--- config.mk ---
export PLATFORM = sky130hd
export DESIGN_NAME = leaky_relu_h_cache
export DESIGN_NICKNAME = d
export VERILOG_FILES = /design/src/rtl/leaky_relu_h_cache_pkg.sv /design/src/rtl/leaky_relu_h_cache_col.sv /design/src/rtl/leaky_relu_h_cache.sv
export SDC_FILE = /design/constraint.sdc
export NUM_CORES = 1
export LEC_CHECK = 0
export ABC_CLOCK_PERIOD_IN_PS = 7800
export CORE_MARGIN = 2
export CORE_UTILIZATION = 65
export DETAILED_ROUTE_END_ITERATION = 8
export GPL_TIMING_DRIVEN = 0
export MAX_ROUTING_LAYER = met4
export PLACE_DENSITY = 0.84
export SYNTH_ARGS = -nofsm -noshare
export SYNTH_HDL_FRONTEND = slang
export SYNTH_SLANG_ARGS = --single-unit
--- constraint.sdc ---
create_clock -name clk -period 7.8 [get_ports clk]
set_input_delay 1.56 -clock clk [delete_from_list [all_inputs] [get_ports clk]]
set_output_delay 1.56 -clock clk [all_outputs]
set_load 0.005 [all_outputs]
--- src/rtl/leaky_relu_h_cache_pkg.sv ---
// Shared types and constants for the leaky-ReLU H cache.
// H values are signed Q8.8 pre-activations saved on the forward pass and replayed on the backward pass.
package leaky_relu_h_cache_pkg;

  localparam int H_W         = 16;
  localparam int H_DEPTH_DEF = 16;
  localparam int NUM_COLS    = 2;

  typedef logic signed [H_W-1:0] h_t;

  typedef struct packed {
    logic valid;
    h_t   data;
  } h_wr_req_t;

  function automatic bit depth_ok(input int d);
    return (d >= 2) && (d <= 64) && ((d & (d - 1)) == 0);
  endfunction

endpackage

--- src/rtl/leaky_relu_h_cache_col.sv ---
// One column of the H cache: a first-word-fall-through FIFO with its own
// pointers and count, plus single-cycle overflow/underflow pulses.
module leaky_relu_h_cache_col
  import leaky_relu_h_cache_pkg::*;
#(
  parameter int H_DEPTH = H_DEPTH_DEF
) (
  input  logic                       clk,
  input  logic                       rst,
  input  logic                       clear,
  input  h_wr_req_t                  wr_req,
  input  logic                       rd_valid,
  output h_t                         rd_data,
  output logic                       empty,
  output logic                       full,
  output logic [$clog2(H_DEPTH):0]   count,
  output logic                       ovf_pulse,
  output logic                       unf_pulse
);

  localparam int AW = $clog2(H_DEPTH);
  localparam int CW = AW + 1;

  h_t            mem [H_DEPTH];
  logic [AW-1:0] wr_ptr, rd_ptr;
  logic          wr_en, rd_en;

  assign empty = (count == '0);
  assign full  = (count == CW'(H_DEPTH));

  // A full column still accepts a write when the same edge pops the head.
  assign wr_en     = wr_req.valid && (!full || rd_valid) && !clear && !rst;
  assign rd_en     = rd_valid && !empty && !clear && !rst;
  assign ovf_pulse = wr_req.valid && full && !rd_valid && !clear;
  assign unf_pulse = rd_valid && empty && !clear;

  always_ff @(posedge clk) begin
    if (wr_en) mem[wr_ptr] <= wr_req.data;
  end

  always_ff @(posedge clk) begin
    if (rst || clear) begin
      wr_ptr <= '0;
      rd_ptr <= '0;
      count  <= '0;
    end else begin
      if (wr_en) wr_ptr <= wr_ptr + 1'b1;
      if (rd_en) rd_ptr <= rd_ptr + 1'b1;
      case ({wr_en, rd_en})
        2'b10:   count <= count + 1'b1;
        2'b01:   count <= count - 1'b1;
        default: count <= count;
      endcase
    end
  end

  // Head is visible in the same cycle as the gradient valid; no bypass of a same-cycle write.
  always_comb begin
    rd_data = '0;
    if (!empty) rd_data = mem[rd_ptr];
  end

endmodule

--- src/rtl/leaky_relu_h_cache.sv ---
// Two independent H columns for the leaky-ReLU derivative unit, with shared
// sticky overflow/underflow flags.
module leaky_relu_h_cache
  import leaky_relu_h_cache_pkg::*;
#(
  parameter int H_DEPTH = H_DEPTH_DEF
) (
  input  logic                      clk,
  input  logic                      rst,
  input  logic                      lr_h_clear_in,
  input  logic                      lr_h_wr_valid_1_in,
  input  logic                      lr_h_wr_valid_2_in,
  input  logic signed [15:0]        lr_h_wr_data_1_in,
  input  logic signed [15:0]        lr_h_wr_data_2_in,
  input  logic                      lr_h_rd_valid_1_in,
  input  logic                      lr_h_rd_valid_2_in,
  output logic signed [15:0]        lr_h_data_1_out,
  output logic signed [15:0]        lr_h_data_2_out,
  output logic                      lr_h_empty_1_out,
  output logic                      lr_h_empty_2_out,
  output logic                      lr_h_full_1_out,
  output logic                      lr_h_full_2_out,
  output logic [$clog2(H_DEPTH):0]  lr_h_count_1_out,
  output logic [$clog2(H_DEPTH):0]  lr_h_count_2_out,
  output logic                      lr_h_overflow_out,
  output logic                      lr_h_underflow_out
);

  localparam int CW = $clog2(H_DEPTH) + 1;

  if (!depth_ok(H_DEPTH)) begin : g_bad_depth
    $error("H_DEPTH must be a power of two in 2..64");
  end

  h_wr_req_t [NUM_COLS-1:0]         wr_req;
  logic      [NUM_COLS-1:0]         rd_valid, empty, full, ovf_p, unf_p;
  h_t        [NUM_COLS-1:0]         rd_data;
  logic      [NUM_COLS-1:0][CW-1:0] count;
  logic                             ovf_q, unf_q;

  assign wr_req[0] = '{valid: lr_h_wr_valid_1_in, data: lr_h_wr_data_1_in};
  assign wr_req[1] = '{valid: lr_h_wr_valid_2_in, data: lr_h_wr_data_2_in};
  assign rd_valid  = {lr_h_rd_valid_2_in, lr_h_rd_valid_1_in};

  for (genvar c = 0; c < NUM_COLS; c++) begin : g_col
    leaky_relu_h_cache_col #(.H_DEPTH(H_DEPTH)) u_col (
      .clk       (clk),
      .rst       (rst),
      .clear     (lr_h_clear_in),
      .wr_req    (wr_req[c]),
      .rd_valid  (rd_valid[c]),
      .rd_data   (rd_data[c]),
      .empty     (empty[c]),
      .full      (full[c]),
      .count     (count[c]),
      .ovf_pulse (ovf_p[c]),
      .unf_pulse (unf_p[c])
    );
  end

  always_ff @(posedge clk) begin
    if (rst || lr_h_clear_in) begin
      ovf_q <= 1'b0;
      unf_q <= 1'b0;
    end else begin
      ovf_q <= ovf_q | (|ovf_p);
      unf_q <= unf_q | (|unf_p);
    end
  end

  assign lr_h_data_1_out    = rd_data[0];
  assign lr_h_data_2_out    = rd_data[1];
  assign lr_h_empty_1_out   = empty[0];
  assign lr_h_empty_2_out   = empty[1];
  assign lr_h_full_1_out    = full[0];
  assign lr_h_full_2_out    = full[1];
  assign lr_h_count_1_out   = count[0];
  assign lr_h_count_2_out   = count[1];
  assign lr_h_overflow_out  = ovf_q;
  assign lr_h_underflow_out = unf_q;

endmodule

==> flow_summary.yaml <==
critical_path:
  cp.arrival_ns: 3.52
  cp_max_fo: 10
  r2r_cells: 14
  critPathKind: "register to primary output"
  required_ns: 6.24
  cp-end-kind: "primary output"
  cp-start-kind: "register"
cts:
  holdBufCountCts: 0
  cts_setup_buffers: 0
  cts_resized: 0
  cts_htree_levels: 2
  clock_sinks: 548
  cts_root_buffer: "clkbuf_16"
  clkLatencyLatePin_ns: 0.56
  path_clk_slew_ns: 0.06
  cts_made_buffers: 53
  cts_tree: "yes"
  clockBufferDepth: 3
place:
  hpwl_um: 28800
  gp_congestion: 0.799
  io_buffer_count: 86
yosys:
  synth-async-reset-ratio_pct: 0
  synth_area_um2: 21700
  synth_nets: 1128
  ys_warn_count: 0
  synthCells: 1072
  syn_area_per_cell_um2: 20.2
  ys.flop_type: "edfxtp_1"
  ys_types: 50
  ys_seq_area_share_pct: 74.2
  ys_ff_latch: 548
  synth_edf_count: 512
sta:
  max_freq_mhz: 197
  finalSetupViolations: 0
  relSlewSlack_pct: 22.9
  final.period_utilization_pct: 65.1
  min_period_ns: 5.08
  hold_ws_ns: 0.517
  setup-tns-final_ns: 0
  drv_slew: 0
  rsz0062_at_grt: "false"
  clock_skew_ns: 0.0212
  finalHoldViolCount: 0
  tightest_slew_ns: 1.16
drt:
  finalWirelength_um: 49600
  vias: 11700
  drt-initial-drc-count: 1488
  remaining_drc_errors: 0
  vias_per_cell: 6.83
  final_antenna_net_count: 0
  drt_first_pass_iters: 6
  wl_per_cell_um: 29.0
worst_hold_path:
  hold_class: "register to register"
  hold_depth: 2
floorplan:
  initial_core_util_pct: 66.4
  num_io_pins: 87
  core-area_um2: 32700
  die_area_um2: 34900
  rows: 66
  die_x_um: 187
  die_h_um: 187
grt:
  grt_max_degree: 17
  grt_first_pass_wirelength_um: 74100
  grt-ovfl-total: 0
  grt.total_usage_pct: 29.6
  antenna_found_initial: 0
  grt_pass1_vias: 12100
pwr:
  ir_worst_vdd_uv: 184
  p_total_mw: 5.77
  power_density_nw_per_um2: 231
  p_leak_nw: 7.83
finish:
  drive_gt1_share_pct: 22.4
  fillers: 1720
  diodes: 0
  regArea_um2: 16100
  multi_input_area_um2: 5290
  syn_to_final_growth_pct: 15.0
  nets: 1282
flow_run:
  max_cap_viol_count: 0
outcome:
  status: "complete, no violations"
==> cells by family (layout without fill, tap and decap cells) <==
kind of cell / after synthesis / count (layout) / share of synthesized area [%]
AO/OA/AOI/OAI: 104 / 104 / 3.65
buffers and inverters: 72 / 266 / 1.72
multiplexers: 167 / 167 / 15.1
AND/OR/NAND/NOR: 151 / 151 / 3.87
XOR/XNOR: 13 / 13 / 0.525
adder cells (fa/ha/maj): 17 / 17 / 0.980
flip-flops: 548 / 548 / 74.2
==> layout by cell type, fill, tap and decap left out, drive strengths merged, types with 13 or more instances in the layout <==
master,n
edfxtp,512
mux4,128
clkbuf,88
clkdlybuf4s50,86
a211oi,67
buf,54
mux2i,39
nor2b,37
dfxtp,36
nor2,36
clkinv,20
and3,18
ha,17
nand2,15
inv,13
==> power breakdown <==
group | leakage [nW] | switching [mW] | internal (mW) | total [mW]
clock | 0.800 | 1.06 | 1.37 | 2.43
sequential | 4.90 | 0.00401 | 3.22 | 3.22
combinational | 2.13 | 0.0757 | 0.0439 | 0.120
total | 7.83 | 1.14 | 4.63 | 5.77
==> metrics by stage <==
step,cell area [µm²],utilization [%],setup slack (ns),instances
3_3_place_gp,23100,70.7,2.55,1600
3_5_place_dp,23300,71.4,2.95,1613
4_1_cts,25000,76.3,2.74,1708
5_1_grt,25000,76.3,2.65,1708
2_1_floorplan,21700,-,3.94,1072
6_report,25000,76.3,2.72,1708
==> registers in the layout (all words and copies together), names as in the netlist, named ones only <==
signal,count
g_col.u_col.rd_ptr,8
lr_h_underflow_out,1
g_col.u_col.wr_ptr,8
lr_h_overflow_out,1
g_col.u_col.mem,512
g_col.u_col.count,10
==> layout make-up <==
cell class,instances,area share (%)
buffer,62,1.35
clock buffer,67,5.60
clock inverter,28,0.892
inverter,10,0.150
multi-input combinational,452,21.2
sequential,548,64.5
tap,442,2.22
timing repair buffer,99,4.14
==> routing by layer <==
layer | global-route usage (%) | routed length [µm] | vias up | share of wire [%]
met5 | - | 0 | - | 0
met4 | 10.8 | 1680 | 0 | 3.4
met3 | 5.13 | 4300 | 137 | 8.7
met2 | 47.3 | 24900 | 787 | 50
met1 | 39.1 | 18700 | 6006 | 38
li1 | - | - | 4738 | -
==> worst paths after layout <==
check	slack, ns	to	start
worst min register to register	0.52	register	g_col[0].u_col.rd_ptr[3]
worst max-delay path	2.72	lr_h_data_1_out[9]	register
worst min-delay path	0.52	register	g_col[0].u_col.rd_ptr[3]
worst max register to register	4.55	g_col[1].u_col.count[4]	g_col[1].u_col.count[1]
==> worst max-delay path, stage by stage, from the launching register on <==
cell,delay [ns]
dfxtp_1,0.37
buf_2,0.33
buf_2,0.43
clkbuf_1,0.59
nor2b_1,0.13
a211oi_1,0.48
a211oi_1,0.12
clkdlybuf4s50_1,0.51
==> synthesized netlist by cell type, drive strengths merged, types with 10 or more instances <==
library cell | count | area (µm²)
nor2 | 36 | 140
ha | 17 | 213
mux4 | 128 | 2880
nand3 | 10 | 50.1
inv | 10 | 37.5
o21ai | 11 | 66.3
edfxtp | 512 | 15400
clkbuf | 21 | 78.8
a211oi | 67 | 503
dfxtp | 36 | 721
buf | 41 | 258
mux2i | 39 | 390
nand2 | 15 | 63.8
nor2b | 37 | 231
and3 | 18 | 113
Power figures use the tool's default switching activity.
